==> config.mk <==
export PLATFORM = sky130hd
export DESIGN_NAME = play_mode_scheduler_flat
export DESIGN_NICKNAME = d
export VERILOG_FILES = /design/src/rtl/play_mode_scheduler_if.sv /design/src/rtl/play_mode_scheduler.sv /design/src/flat_wrapper.sv
export SDC_FILE = /design/constraint.sdc
export NUM_CORES = 1
export LEC_CHECK = 0
export ABC_CLOCK_PERIOD_IN_PS = 3200
export CAP_MARGIN = 20
export CORE_MARGIN = 2
export CORE_UTILIZATION = 60
export CTS_CLUSTER_DIAMETER = 120
export CTS_CLUSTER_SIZE = 30
export DETAILED_ROUTE_END_ITERATION = 10
export DONT_BUFFER_PORTS = 1
export PLACE_DENSITY_LB_ADDON = 0.2
export RECOVER_POWER = 50
export SYNTH_ARGS = -nofsm -noshare
export SYNTH_HDL_FRONTEND = slang
export SYNTH_SLANG_ARGS = --single-unit
==> constraint.sdc <==
create_clock -name clk -period 3.2 [get_ports clk]
set_clock_uncertainty 0.05 [all_clocks]
set_input_delay 0.48 -clock clk [delete_from_list [all_inputs] [get_ports clk]]
set_output_delay 0.48 -clock clk [all_outputs]
set_load 0.005 [all_outputs]
==> src/rtl/play_mode_scheduler_if.sv <==
// Signal bundle between the play-mode scheduler and its surroundings:
// mode requests and per-mode frequencies in, enables/frequency/status out.
interface play_mode_scheduler_if #(
   parameter int unsigned FREQ_W = 11
);
   logic [1:0]        mode_sel;
   logic              mode_go;
   logic [FREQ_W-1:0] free_freq;
   logic [FREQ_W-1:0] auto_freq;
   logic [FREQ_W-1:0] learn_freq;
   logic              auto_done;
   logic              en_free;
   logic              en_auto;
   logic              en_learn;
   logic [FREQ_W-1:0] frequency;
   logic [1:0]        mode;
   logic              busy;

   modport master (
      output mode_sel, mode_go, free_freq, auto_freq, learn_freq, auto_done,
      input  en_free, en_auto, en_learn, frequency, mode, busy
   );

   modport slave (
      input  mode_sel, mode_go, free_freq, auto_freq, learn_freq, auto_done,
      output en_free, en_auto, en_learn, frequency, mode, busy
   );
endinterface

==> src/rtl/play_mode_scheduler.sv <==
// Grants the single tone generator to one of free/auto/learn play, inserting
// a silent gap of MUTE_CYCLES cycles on every mode change.
module play_mode_scheduler #(
   parameter int unsigned FREQ_W      = 11,
   parameter int unsigned MUTE_CYCLES = 100000
) (
   input logic                  clk,
   input logic                  reset,
   play_mode_scheduler_if.slave bus
);

   localparam int unsigned CNT_W = (MUTE_CYCLES > 1) ? $clog2(MUTE_CYCLES) : 1;
   localparam logic [CNT_W-1:0] CNT_LOAD = CNT_W'(MUTE_CYCLES - 1);

   localparam logic [1:0] M_IDLE  = 2'b00;
   localparam logic [1:0] M_FREE  = 2'b01;
   localparam logic [1:0] M_AUTO  = 2'b10;
   localparam logic [1:0] M_LEARN = 2'b11;

   typedef enum logic [2:0] {
      S_IDLE,
      S_FREE,
      S_AUTO,
      S_LEARN,
      S_MUTE
   } state_t;

   state_t            state_q, state_d;
   logic [1:0]        target_q, target_d;
   logic [1:0]        mode_q, mode_d;
   logic [CNT_W-1:0]  cnt_q, cnt_d;
   logic [FREQ_W-1:0] freq_q, freq_d;

   function automatic state_t mode_to_state(input logic [1:0] m);
      case (m)
         M_FREE:  return S_FREE;
         M_AUTO:  return S_AUTO;
         M_LEARN: return S_LEARN;
         default: return S_IDLE;
      endcase
   endfunction

   always_comb begin
      state_d  = state_q;
      target_d = target_q;
      cnt_d    = cnt_q;
      mode_d   = mode_q;
      freq_d   = '0;

      case (state_q)
         S_MUTE: begin
            if (bus.mode_go) begin
               target_d = bus.mode_sel;
               cnt_d    = CNT_LOAD;
            end else if (cnt_q == '0) begin
               state_d = mode_to_state(target_q);
            end else begin
               cnt_d = cnt_q - CNT_W'(1);
            end
         end
         S_IDLE, S_FREE, S_AUTO, S_LEARN: begin
            // outside MUTE, mode_q always names the current state
            if (bus.mode_go) begin
               if (bus.mode_sel != mode_q) begin
                  target_d = bus.mode_sel;
                  cnt_d    = CNT_LOAD;
                  state_d  = S_MUTE;
               end
            end else if (state_q == S_AUTO && bus.auto_done) begin
               target_d = M_IDLE;
               cnt_d    = CNT_LOAD;
               state_d  = S_MUTE;
            end
         end
         default: state_d = S_IDLE;
      endcase

      if (state_q == S_MUTE && state_d != S_MUTE) begin
         mode_d = target_q;
      end

      // a source passes only while its mode stays active, so the word drops
      // to zero on the same edge that the enable falls
      if (state_d == state_q) begin
         case (state_q)
            S_FREE:  freq_d = bus.free_freq;
            S_AUTO:  freq_d = bus.auto_freq;
            S_LEARN: freq_d = bus.learn_freq;
            default: freq_d = '0;
         endcase
      end
   end

   always_ff @(posedge clk or negedge reset) begin
      if (!reset) begin
         state_q  <= S_IDLE;
         target_q <= M_IDLE;
         mode_q   <= M_IDLE;
         cnt_q    <= '0;
         freq_q   <= '0;
      end else begin
         state_q  <= state_d;
         target_q <= target_d;
         mode_q   <= mode_d;
         cnt_q    <= cnt_d;
         freq_q   <= freq_d;
      end
   end

   assign bus.en_free   = (state_q == S_FREE);
   assign bus.en_auto   = (state_q == S_AUTO);
   assign bus.en_learn  = (state_q == S_LEARN);
   assign bus.busy      = (state_q == S_MUTE);
   assign bus.mode      = mode_q;
   assign bus.frequency = freq_q;

endmodule

==> src/flat_wrapper.sv <==
// flat-port wrapper written by rule: the top's interface ports become plain ports
module play_mode_scheduler_flat 
#(
   parameter int unsigned FREQ_W      = 11,
   parameter int unsigned MUTE_CYCLES = 100000
)
  (clk, reset, bus_mode_sel, bus_mode_go, bus_free_freq, bus_auto_freq, bus_learn_freq, bus_auto_done, bus_en_free, bus_en_auto, bus_en_learn, bus_frequency, bus_mode, bus_busy);
  play_mode_scheduler_if #(.FREQ_W(FREQ_W)) bus_i ();
  input logic clk;
  input logic reset;
  input wire logic [$bits(bus_i.mode_sel)-1:0] bus_mode_sel;
  input wire logic [$bits(bus_i.mode_go)-1:0] bus_mode_go;
  input wire logic [$bits(bus_i.free_freq)-1:0] bus_free_freq;
  input wire logic [$bits(bus_i.auto_freq)-1:0] bus_auto_freq;
  input wire logic [$bits(bus_i.learn_freq)-1:0] bus_learn_freq;
  input wire logic [$bits(bus_i.auto_done)-1:0] bus_auto_done;
  output wire logic [$bits(bus_i.en_free)-1:0] bus_en_free;
  output wire logic [$bits(bus_i.en_auto)-1:0] bus_en_auto;
  output wire logic [$bits(bus_i.en_learn)-1:0] bus_en_learn;
  output wire logic [$bits(bus_i.frequency)-1:0] bus_frequency;
  output wire logic [$bits(bus_i.mode)-1:0] bus_mode;
  output wire logic [$bits(bus_i.busy)-1:0] bus_busy;
  assign bus_i.mode_sel = bus_mode_sel;
  assign bus_i.mode_go = bus_mode_go;
  assign bus_i.free_freq = bus_free_freq;
  assign bus_i.auto_freq = bus_auto_freq;
  assign bus_i.learn_freq = bus_learn_freq;
  assign bus_i.auto_done = bus_auto_done;
  assign bus_en_free = bus_i.en_free;
  assign bus_en_auto = bus_i.en_auto;
  assign bus_en_learn = bus_i.en_learn;
  assign bus_frequency = bus_i.frequency;
  assign bus_mode = bus_i.mode;
  assign bus_busy = bus_i.busy;
  play_mode_scheduler #(.FREQ_W(FREQ_W), .MUTE_CYCLES(MUTE_CYCLES)) u_core (.clk(clk), .reset(reset), .bus(bus_i));
endmodule
* Yosys cells after proc, flatten, opt, wreduce, memory -nomap -nowiden
Cells that the tools add are included.
Cells by class: add/sub/neg operators 1, eq/ne operators 14, multiplexer cells 20, reduce and logical (&&, ||, !) cells 8
Operator list (count):
- $mux W17 | 5
- $pmux W17 S2 | 1
- $pmux W11 S3 | 1
- $logic_not A17 Y1 | 1
- $sub A17 B1 Y17 const B | 1
- $mux W3 | 5
- $mux W11 | 1
- $mux W2 | 4
- $reduce_and A4 Y1 | 2
- $eq A3 B2 Y1 const B | 2
- $ne A3 B2 Y1 const B | 2
- $ne A3 B3 Y1 const B | 2
- $pmux W2 S3 | 1
- $pmux W3 S2 | 1
- $eq A2 B2 Y1 const B | 2
- $pmux W2 S2 | 1
- $reduce_or A4 Y1 | 1
- $eq A3 B1 Y1 const B | 1
- $eq A3 B3 Y1 | 1
- $eq A3 B3 Y1 const B | 1
- $logic_not A3 Y1 | 1
- $eq A2 B1 Y1 const B | 1
- $logic_and A1 B1 Y1 | 2
- $ne A2 B2 Y1 | 1
- other kinds (2) | 2
Word-level totals: register bits 35, bits of input ports 39, output and inout bits 17, logic and storage cells 48

* Logic depth before layout (Yosys ltp)
Gate-level depths: netlist (run 1).
word-level depth 7, depth in mapped cells 7, depth with buffers taken out 7

* Worst setup path after synthesis (run 1)
No wires, ideal clock.
path type reg-to-reg, start point register u_core.cnt_q[4], end point register u_core.mode_q[0], in the netlist u_core.bus.mode[0], setup time 125 ps, arrival 2006 ps, required time 3025 ps, path slack 1020 ps, stages on the path, launching flop included 7, path buffers 2, period minus slack after synthesis 2180 ps, path through dfrtp_1 -> or4_1 -> buf_2 -> or2_1 -> buf_2 -> nor3_4 -> mux2_2
Between the ends: longest elaborated chain between the ends 6
Ends and longest elaborated chain:
- start, declared | RTL line play_mode_scheduler.sv:31 | logic [CNT_W-1:0] cnt_q, cnt_d;
- start signal, assigned | RTL line play_mode_scheduler.sv:105 | cnt_q <= cnt_d;
- $logic_not A17 Y1 | RTL line play_mode_scheduler.sv:55 | end else if (cnt_q == '0) begin
- $mux W3 | RTL line play_mode_scheduler.sv:55
- $mux W3 | RTL line play_mode_scheduler.sv:52 | if (bus.mode_go) begin
- $pmux W3 S2 | RTL line play_mode_scheduler.sv:50 | case (state_q)
- $ne A3 B3 Y1 | RTL line play_mode_scheduler.sv:78 | if (state_q == S_MUTE && state_d != S_MUTE) begin
- $logic_and A1 B1 Y1 | RTL line play_mode_scheduler.sv:78
- end signal, assigned | RTL line play_mode_scheduler.sv:104 | mode_q <= mode_d;
- end, declared | RTL line play_mode_scheduler.sv:30 | logic [1:0] mode_q, mode_d;
Every way passes these cells. A chain may end at the register's enable or synchronous reset.

* Worst setup path in the final report (run 1)
start point register u_core.state_q[0], end point register u_core.cnt_q[1]
Between the ends: elaborated cells on any way between the ends 13, those cells by class eq/ne (7); mux (1); reduce/logical (5)
RTL lines:
- start, declared | RTL line play_mode_scheduler.sv:28 | state_t state_q, state_d;
- start signal, assigned | RTL line play_mode_scheduler.sv:102 | state_q <= state_d;
- $eq A3 B3 Y1 (*)
- net bus_busy | RTL line flat_wrapper.sv:22 | output wire logic [$bits(bus_i.busy)-1:0] bus_busy;
- $ne A3 B3 Y1 (no source line) or $reduce_bool A2 Y1 (tied branches)
- $reduce_and A4 Y1 (no source line)
Mark *: on every way through the listed nets, which the timed path passes. The rest lies on a longest branch.

==> metrics.txt, run 1 <==
# TYPE chip_impl_metric gauge
chip_impl_metric{name="drt-wirelength-per-cell",unit="um"} 17.8
chip_impl_metric{name="clock_sinks",unit=""} 35
chip_impl_metric{name="max_freq",unit="MHz"} 390
chip_impl_metric{name="first_pass_grt_wire_length",unit="um"} 6960
chip_impl_info{name="synth_top_cell_by_area",value="sky130_fd_sc_hd__dfrtp_1"} 1
chip_impl_metric{name="rrSetupSlack",unit="ns"} 0.64
chip_impl_metric{name="routabilityCongestion",unit=""} 0.895
chip_impl_metric{name="route.vias.total",unit=""} 1555
chip_impl_metric{name="die-area",unit="mm^2"} 0.00377
chip_impl_metric{name="period_share",unit="%"} 80.1
chip_impl_metric{name="holdPathStages",unit=""} 2
chip_impl_metric{name="port_buffers",unit=""} 0
chip_impl_metric{name="insertedDiodeCount",unit=""} 0
chip_impl_info{name="end_kind",value="flop"} 1
chip_impl_metric{name="ys_async_sr_fraction",unit="%"} 100
chip_impl_metric{name="source_to_sink_clock_delay_at_the_later_pin_of_the_worst_skew_pair",unit="ns"} 0.34
chip_impl_info{name="tritoncts",value="done"} 1
chip_impl_info{name="rr_endpoint",value="u_core.cnt_q[1]"} 1
chip_impl_metric{name="report.final.setup_viol",unit=""} 0
chip_impl_metric{name="leakage",unit="nW"} 0.832
chip_impl_metric{name="wl",unit="um"} 4310
chip_impl_metric{name="nets",unit=""} 238
chip_impl_metric{name="sw_frac_of_total",unit="%"} 27.3
chip_impl_metric{name="finish.utilization",unit="%"} 67.2
chip_impl_metric{name="i_o_pins",unit=""} 56
chip_impl_metric{name="finalCriticalPeriod",unit="ns"} 2.56
chip_impl_metric{name="synthesized_cell_area",unit="mm^2"} 0.00197
chip_impl_info{name="min_from",value="bus_mode_sel[0]"} 1
chip_impl_metric{name="drt_drc_violations_left",unit=""} 0
chip_impl_metric{name="power_per_unit_of_standard_cell_area",unit="mW/mm^2"} 421
chip_impl_metric{name="tightestPinTransition",unit="ns"} 1.85
chip_impl_info{name="worstSetupPathType",value="reg2reg"} 1
chip_impl_info{name="r2r_startpoint",value="u_core.state_q[0]"} 1
chip_impl_metric{name="worst-endpoint-arrival",unit="ns"} 2.75
chip_impl_metric{name="vias_in_the_first_global_route",unit=""} 1468
chip_impl_metric{name="multiInputGateArea",unit="mm^2"} 0.00104
chip_impl_metric{name="tritoncts.num_buffers",unit=""} 5
chip_impl_metric{name="cts_buffer_depth",unit=""} 2
chip_impl_metric{name="initial_antenna_violation_count",unit=""} 0
chip_impl_metric{name="start_util",unit="%"} 63.6
chip_impl_metric{name="syn_inst",unit=""} 197
chip_impl_info{name="critical_path.cell_chain",value="nor3b_2, inv_1, a21oi_2, nand2b_4, mux2_4"} 1
chip_impl_info{name="start_kind",value="flop"} 1
chip_impl_metric{name="power.clock.fraction",unit="%"} 31.5
chip_impl_metric{name="die_width",unit="um"} 61.4
chip_impl_info{name="crit_path_top_delay_cell",value="sky130_fd_sc_hd__dfrtp_1"} 1
chip_impl_info{name="yosys-top-cells-area",value="sky130_fd_sc_hd__dfrtp_1 44%, sky130_fd_sc_hd__mux2_2 7.4%, sky130_fd_sc_hd__a22oi_1 4.6%"} 1
chip_impl_metric{name="comb_power_share",unit="%"} 13.5
chip_impl_metric{name="setup_tns",unit="ns"} 0
chip_impl_metric{name="std_cell_rows",unit=""} 20
chip_impl_metric{name="cpPeakStageDelay",unit="ns"} 0.64
chip_impl_metric{name="synth_area_per_cell",unit="um^2"} 10.0
chip_impl_info{name="setup_repair_after_global_routing_missed_its_margin",value="no"} 1
chip_impl_metric{name="finalMaxSlewViolations",unit=""} 36
chip_impl_info{name="holdPathEnd",value="u_core.target_q[0]"} 1
chip_impl_metric{name="fp.dieH",unit="um"} 61.4
chip_impl_metric{name="crit_fanout",unit=""} 19
chip_impl_metric{name="worst_ir_drop_vdd",unit="V"} 0.000266
chip_impl_info{name="failed_checks",value="capacitance limit, slew limit"} 1
chip_impl_info{name="root_buffer_selected_by_cts",value="sky130_fd_sc_hd__clkbuf_4"} 1
chip_impl_metric{name="number_of_nets_with_antenna_violations_after_detailed_routing",unit=""} 0
chip_impl_metric{name="part_of_the_yosys_area_used_for_sequential_elements",unit="%"} 44.4
chip_impl_metric{name="regArea",unit="um^2"} 876
chip_impl_metric{name="maxCapViolations",unit=""} 1
chip_impl_metric{name="layout-area-overhead-vs-synth",unit="%"} 5.64
chip_impl_metric{name="dr.pass1.iters",unit=""} 4
chip_impl_metric{name="core_area",unit="mm^2"} 0.00310
chip_impl_metric{name="synth_largest_type_area_fraction",unit="%"} 44.4
chip_impl_metric{name="number_of_fillers_in_the_final_layout",unit=""} 266
chip_impl_metric{name="p_switching",unit="uW"} 240
chip_impl_metric{name="power.internal",unit="uW"} 638
chip_impl_metric{name="post_route_cells_drive_above_1_share",unit="%"} 16.7
chip_impl_metric{name="vias_per_cell",unit=""} 6.43
chip_impl_metric{name="initialDrtViolationCount",unit=""} 106
chip_impl_metric{name="dp.final_hpwl",unit="um"} 3140
chip_impl_metric{name="synth.distinct_cells",unit=""} 44
chip_impl_metric{name="grt_overflow_total",unit=""} 0
chip_impl_metric{name="postSynthNetCount",unit=""} 238
chip_impl_metric{name="finalHoldViolations",unit=""} 0
chip_impl_info{name="most_frequent_standard_cell_in_the_layout_excluding_fill_and_tap_cells",value="sky130_fd_sc_hd__dfrtp_1"} 1
chip_impl_metric{name="cts_max_level",unit=""} 2
chip_impl_metric{name="r2r.worst_path.cells",unit=""} 5
chip_impl_metric{name="total_of_flip_flops_plus_latches_after_synthesis",unit=""} 35
chip_impl_info{name="layout.cells.most_common_list",value="35 x sky130_fd_sc_hd__dfrtp_1, 21 x sky130_fd_sc_hd__nor2_1, 13 x sky130_fd_sc_hd__mux2_2"} 1
chip_impl_info{name="dominantRegCellSynth",value="sky130_fd_sc_hd__dfrtp_1"} 1
chip_impl_metric{name="yosys_warnings",unit=""} 0
chip_impl_metric{name="gr-usage-all-layers",unit="%"} 25.3
chip_impl_info{name="hold_crit_class",value="in2reg"} 1
chip_impl_metric{name="maxSlewHeadroom",unit="%"} -23.7
chip_impl_info{name="outcome",value="complete, but fails checks"} 1
chip_impl_metric{name="cts_resized",unit=""} 0
chip_impl_metric{name="cts.reportedPaths.clkPinSlew",unit="ns"} 0.11
chip_impl_metric{name="grt_start_max_net_pins",unit=""} 36
chip_impl_metric{name="synth_enable_flop_cells",unit=""} 0
chip_impl_metric{name="share_seq_of_total_power",unit="%"} 55.0
chip_impl_metric{name="critical_path_required",unit="ns"} 3.39
[registers in the layout (all words and copies together), names as in the netlist]
| register | flops |
|---|---|
| u_core.target_q | 2 |
| u_core.state_q | 3 |
| u_core.bus.frequency | 11 |
| u_core.bus.mode | 2 |
| u_core.cnt_q | 17 |
[timing repair]
item / CTS / global route
buffers inserted: 0 / 0
hold buffers: 2 / 0
setup endpoints to repair: 0 / 0
endpoints found under the hold margin: 35 / 0
[worst max-delay path: cells and delay by family (launching register included)]
kind / cells / cell delay (ns)
compound gates: 1 / 0.41
flops: 1 / 0.64
mux: 1 / 0.30
buf+inv: 1 / 0.20
simple gates: 2 / 0.86
[cell type report]
| type | instances | share of cell area [%] |
|---|---|---|
| Clock buffer | 7 | 3.12 |
| Clock inverter | 1 | 0.360 |
| Inverter | 4 | 0.720 |
| Multi-Input combinational cell | 147 | 49.8 |
| Sequential cell | 35 | 42.0 |
| Tap cell | 44 | 2.64 |
| Timing Repair Buffer | 4 | 1.38 |
[metrics by stage]
stage / hold WS [ns] / setup WS (ns) / instances / power (mW) / cell area [um^2]
final: 0.245 / 0.637 / 242 / 0.878 / 2090
after global routing: 0.244 / 0.487 / 242 / 0.926 / 2090
after CTS: 0.237 / 0.678 / 242 / 0.888 / 2100
after detailed placement: 0.135 / 0.704 / 232 / 0.600 / 2000
after global placement: 0.135 / 0.781 / 232 / 0.593 / 2000
after floorplan: 0.134 / 1.02 / 197 / 0.573 / 1970
[cells in the mapped netlist, types with 2 or more instances]
library cell               instances
sky130_fd_sc_hd__dfrtp_1          35
sky130_fd_sc_hd__nor2_1           21
sky130_fd_sc_hd__mux2_2           13
sky130_fd_sc_hd__a22oi_1          12
sky130_fd_sc_hd__nand2_1           9
sky130_fd_sc_hd__clkbuf_1          8
sky130_fd_sc_hd__a21oi_1           7
sky130_fd_sc_hd__o21ai_0           7
sky130_fd_sc_hd__xnor2_1           7
sky130_fd_sc_hd__nor4_1            6
sky130_fd_sc_hd__o211ai_1          6
sky130_fd_sc_hd__and3_1            5
sky130_fd_sc_hd__nor3_1            5
sky130_fd_sc_hd__and2_1            4
sky130_fd_sc_hd__inv_1             4
sky130_fd_sc_hd__o21ai_1           4
sky130_fd_sc_hd__or4_1             4
sky130_fd_sc_hd__buf_2             3
sky130_fd_sc_hd__or3_1             3
sky130_fd_sc_hd__xor2_1            3
sky130_fd_sc_hd__a211oi_1          2
sky130_fd_sc_hd__a21o_1            2
sky130_fd_sc_hd__ha_1              2
sky130_fd_sc_hd__mux2_4            2
sky130_fd_sc_hd__nand2b_1          2
sky130_fd_sc_hd__nor2b_1           2
sky130_fd_sc_hd__nor3b_1           2
[power groups by stage]
stage / logic (mW) / clock network [mW] / registers, mW
after floorplan: 0.0878 / 0 / 0.485
after global placement: 0.102 / 0 / 0.491
after detailed placement: 0.108 / 0 / 0.492
after CTS: 0.121 / 0.284 / 0.483
after global routing: 0.131 / 0.309 / 0.486
final: 0.118 / 0.277 / 0.483
[routing by layer]
| metal | GRT usage (%) | vias to the layer above | wire (um) |
|---|---|---|---|
| li1 | - | 722 | - |
| met1 | 32.4 | 742 | 1800 |
| met2 | 39.1 | 87 | 2070 |
| met3 | 8.40 | 4 | 381 |
| met4 | 10.9 | 0 | 55 |
| met5 | 0 | - | 0 |
[kinds of logic (layout without fill, tap and decap cells)]
logic type	after synthesis	in the layout	synth area share, %
simple gates	73	73	22.0
compound gates	47	47	16.0
flops	35	35	44.4
xor+xnor	10	10	4.44
buf+inv	15	16	3.04
mux	15	15	8.94
fa+ha+maj	2	2	1.27
[how the worst max path moves through the flow]
stage / startpoint / end / slack (ns) / cells after the start
2_1_floorplan: u_core.cnt_q[4] / u_core.bus.mode[0] / 1.02 / 6
3_3_place_gp: u_core.state_q[0] / u_core.cnt_q[1] / 0.78 / 5
3_5_place_dp: u_core.state_q[0] / u_core.cnt_q[1] / 0.70 / 5
4_1_cts: u_core.state_q[0] / u_core.cnt_q[1] / 0.68 / 5
5_1_grt: u_core.state_q[0] / u_core.cnt_q[0] / 0.49 / 5
6_report: u_core.state_q[0] / u_core.cnt_q[1] / 0.64 / 5
No activity file was read; power rests on OpenSTA's default activity.
==> run 2: changes to the inputs <==
ABC_CLOCK_PERIOD_IN_PS = 2300   (was 3200)
CORE_UTILIZATION = 56   (was 60)
clock period = 2.3 ns   (was 3.2 ns; I/O delays follow)
==> run 2 against run 1 <==
Compared with the run above:
- the flow now finishes without violations
- utilization down 3.4 points
- count of clock-buffer cells in the layout is 1 lower
- global-route usage shrank 0.87 points
- sequential cell count stayed put
- critical path depth unchanged
- routed wire length rose by 3.9%
- sequential power rose by 39%
- sequential share of layout area fell by 1.2 points
- first-iteration DRC count up 86%
- non-clock buffer count is 11 higher
- clock power increased by 6%
==> metrics.txt, run 2 (synthesis results as in run 1) <==
# TYPE chip_impl_metric gauge
chip_impl_metric{name="report.power.total",unit="mW"} 1.15
chip_impl_metric{name="i_o_pins",unit=""} 56
chip_impl_metric{name="fp.dieH",unit="um"} 63.4
chip_impl_metric{name="initialDrtViolationCount",unit=""} 197
chip_impl_info{name="path_delay_family",value="simple AND/OR/NAND/NOR gates"} 1
chip_impl_metric{name="grt_overflow_total",unit=""} 0
chip_impl_metric{name="share_seq_of_total_power",unit="%"} 58.4
chip_impl_metric{name="crit_fanout",unit=""} 5
chip_impl_metric{name="max_freq",unit="MHz"} 468
chip_impl_metric{name="port_buffers",unit=""} 0
chip_impl_metric{name="power.internal",unit="uW"} 831
chip_impl_metric{name="multiInputGateArea",unit="mm^2"} 0.00104
chip_impl_metric{name="tightestPinTransition",unit="ns"} 0.873
chip_impl_metric{name="tritoncts.num_buffers",unit=""} 5
chip_impl_metric{name="leakage",unit="nW"} 0.877
chip_impl_metric{name="vias_per_cell",unit=""} 6.10
chip_impl_metric{name="sw_frac_of_total",unit="%"} 27.6
chip_impl_metric{name="route.vias.total",unit=""} 1543
chip_impl_metric{name="finalHoldViolations",unit=""} 0
chip_impl_metric{name="finalMaxSlewViolations",unit=""} 0
chip_impl_metric{name="vias_in_the_first_global_route",unit=""} 1574
chip_impl_metric{name="report.final.setup_viol",unit=""} 0
chip_impl_metric{name="layout-area-overhead-vs-synth",unit="%"} 8.75
chip_impl_info{name="start_kind",value="flop"} 1
chip_impl_metric{name="cts_buffer_depth",unit=""} 2
chip_impl_metric{name="cpPeakStageDelay",unit="ns"} 0.57
chip_impl_info{name="setup_repair_after_global_routing_missed_its_margin",value="no"} 1
chip_impl_metric{name="power.clock.fraction",unit="%"} 25.5
chip_impl_metric{name="dp.final_hpwl",unit="um"} 3260
chip_impl_info{name="regMostFlops",value="u_core.cnt_q"} 1
chip_impl_metric{name="clock_sinks",unit=""} 35
chip_impl_metric{name="critical_path_buffers_and_inverters",unit=""} 0
chip_impl_metric{name="critical_path_required",unit="ns"} 2.48
chip_impl_metric{name="number_of_fillers_in_the_final_layout",unit=""} 299
chip_impl_metric{name="maxSlewHeadroom",unit="%"} 41.8
chip_impl_metric{name="source_to_sink_clock_delay_at_the_later_pin_of_the_worst_skew_pair",unit="ns"} 0.34
chip_impl_metric{name="die-area",unit="mm^2"} 0.00402
chip_impl_metric{name="gr-usage-all-layers",unit="%"} 24.4
chip_impl_metric{name="die_width",unit="um"} 63.4
chip_impl_metric{name="routabilityCongestion",unit=""} 0.895
chip_impl_info{name="tritoncts",value="done"} 1
chip_impl_info{name="crit_path_top_delay_cell",value="sky130_fd_sc_hd__or4_1"} 1
chip_impl_info{name="hold_crit_class",value="in2reg"} 1
chip_impl_metric{name="period_share",unit="%"} 92.9
chip_impl_metric{name="post_route_cells_drive_above_1_share",unit="%"} 21.3
chip_impl_metric{name="drt-wirelength-per-cell",unit="um"} 17.7
chip_impl_metric{name="initial_antenna_violation_count",unit=""} 0
chip_impl_info{name="layout.cells.most_common_list",value="35 x sky130_fd_sc_hd__dfrtp_1, 21 x sky130_fd_sc_hd__nor2_1, 13 x sky130_fd_sc_hd__mux2_2, 13 x sky130_fd_sc_hd__buf_4, 12 x sky130_fd_sc_hd__a22oi_1"} 1
chip_impl_metric{name="p_switching",unit="uW"} 317
chip_impl_metric{name="worst_ir_drop_vdd",unit="V"} 0.000346
chip_impl_metric{name="grt_start_max_net_pins",unit=""} 36
chip_impl_info{name="outcome",value="complete, no violations"} 1
chip_impl_info{name="end_kind",value="flop"} 1
chip_impl_info{name="most_frequent_standard_cell_in_the_layout_excluding_fill_and_tap_cells",value="sky130_fd_sc_hd__dfrtp_1"} 1
chip_impl_metric{name="first_pass_grt_wire_length",unit="um"} 7500
chip_impl_metric{name="finalCriticalPeriod",unit="ns"} 2.14
chip_impl_metric{name="setup_tns",unit="ns"} 0
chip_impl_metric{name="maxCapViolations",unit=""} 0
chip_impl_metric{name="start_util",unit="%"} 58.7
chip_impl_metric{name="comb_power_share",unit="%"} 16.1
chip_impl_metric{name="max_reg_flops",unit=""} 17
chip_impl_info{name="critical_path.cell_chain",value="or4_1, or4_4, a211oi_1, xnor2_1, nor2_1"} 1
chip_impl_metric{name="regArea",unit="um^2"} 876
chip_impl_metric{name="nets",unit=""} 249
chip_impl_metric{name="number_of_nets_with_antenna_violations_after_detailed_routing",unit=""} 0
chip_impl_metric{name="drt_drc_violations_left",unit=""} 0
chip_impl_metric{name="insertedDiodeCount",unit=""} 0
chip_impl_metric{name="wl",unit="um"} 4480
chip_impl_metric{name="worst-endpoint-arrival",unit="ns"} 2.31
chip_impl_info{name="root_buffer_selected_by_cts",value="sky130_fd_sc_hd__clkbuf_4"} 1
chip_impl_metric{name="std_cell_rows",unit=""} 21
chip_impl_metric{name="power_per_unit_of_standard_cell_area",unit="mW/mm^2"} 534
chip_impl_metric{name="cts.reportedPaths.clkPinSlew",unit="ns"} 0.10
chip_impl_metric{name="core_area",unit="mm^2"} 0.00336
chip_impl_info{name="worstSetupPathType",value="reg2reg"} 1
chip_impl_metric{name="cts_max_level",unit=""} 2
chip_impl_metric{name="dr.pass1.iters",unit=""} 4
run 2: cell count changes in the layout (fill, tap and decap cells not counted):
cell,delta
sky130_fd_sc_hd__buf_4,+11
sky130_fd_sc_hd__clkbuf_2,+1
sky130_fd_sc_hd__clkbuf_8,-2
sky130_fd_sc_hd__clkinvlp_4,-1
sky130_fd_sc_hd__or2_1,-1
sky130_fd_sc_hd__or2_4,+1
sky130_fd_sc_hd__or4_1,-1
sky130_fd_sc_hd__or4_4,+1
run 2: worst register-to-register path, delay by kind of cell (launching register included):
kind,cells,cell delay [ns]
xor+xnor,1,0.15
flops,1,0.43
compound gates,1,0.29
simple gates,3,1.10
run 2: path summary, 6_finish.rpt:
path	start	endpoint	slack, ns	depth (start not counted)
worst min register to register	u_core.target_q[1]	u_core.state_q[1]	0.48	1
worst max-delay path	u_core.cnt_q[0]	u_core.cnt_q[5]	0.16	5
worst max register to register	u_core.cnt_q[0]	u_core.cnt_q[5]	0.16	5
max in group asynchronous	reset	u_core.cnt_q[2]	1.03	2
min in group asynchronous	reset	u_core.cnt_q[4]	0.61	2
worst min-delay path	bus_free_freq[9]	u_core.bus.frequency[9]	0.11	2
run 2: per-layer routing:
metal  vias to the layer above  track usage (%)  routed length (um)
met5                         -                0                   0
met4                         0             8.15                  56
met3                         6             5.54                 208
met2                        49             38.2                2170
met1                       750             33.6                2040
li1                        738                -                   -
run 2: area by class of cell:
type / count / area share [%]
Multi-Input combinational cell: 147 / 48.7
Clock buffer: 6 / 1.92
Inverter: 4 / 0.699
Timing Repair Buffer: 15 / 5.24
Sequential cell: 35 / 40.8
Tap cell: 46 / 2.68
run 2: per-stage QoR:
stage / setup slack [ns] / area, um^2 / hold slack, ns / instances / util [%]
final: 0.164 / 2150 / 0.115 / 253 / 63.8
after global routing: 0.0335 / 2150 / 0.113 / 253 / 63.8
after CTS: 0.0505 / 2160 / 0.111 / 253 / 64.1
after detailed placement: 0.0638 / 2080 / 0.000364 / 245 / 62.0
after global placement: 0.103 / 2080 / 0.000278 / 245 / 62.0
after floorplan: 0.120 / 1970 / -0.000591 / 197 / -
run 2: timing repair:
item	in CTS	in global routing
resized for setup	0	2
hold buffers	2	0
setup endpoints to repair	0	2
buffers inserted	0	0
hold endpoints to repair	35	0
run 2: power groups by stage:
stage	sequential, mW	combinational (mW)	clock [mW]
3_3_place_gp	0.680	0.163	0
6_report	0.670	0.185	0.293
2_1_floorplan	0.675	0.122	0
5_1_grt	0.672	0.204	0.336
4_1_cts	0.669	0.190	0.307
3_5_place_dp	0.681	0.170	0
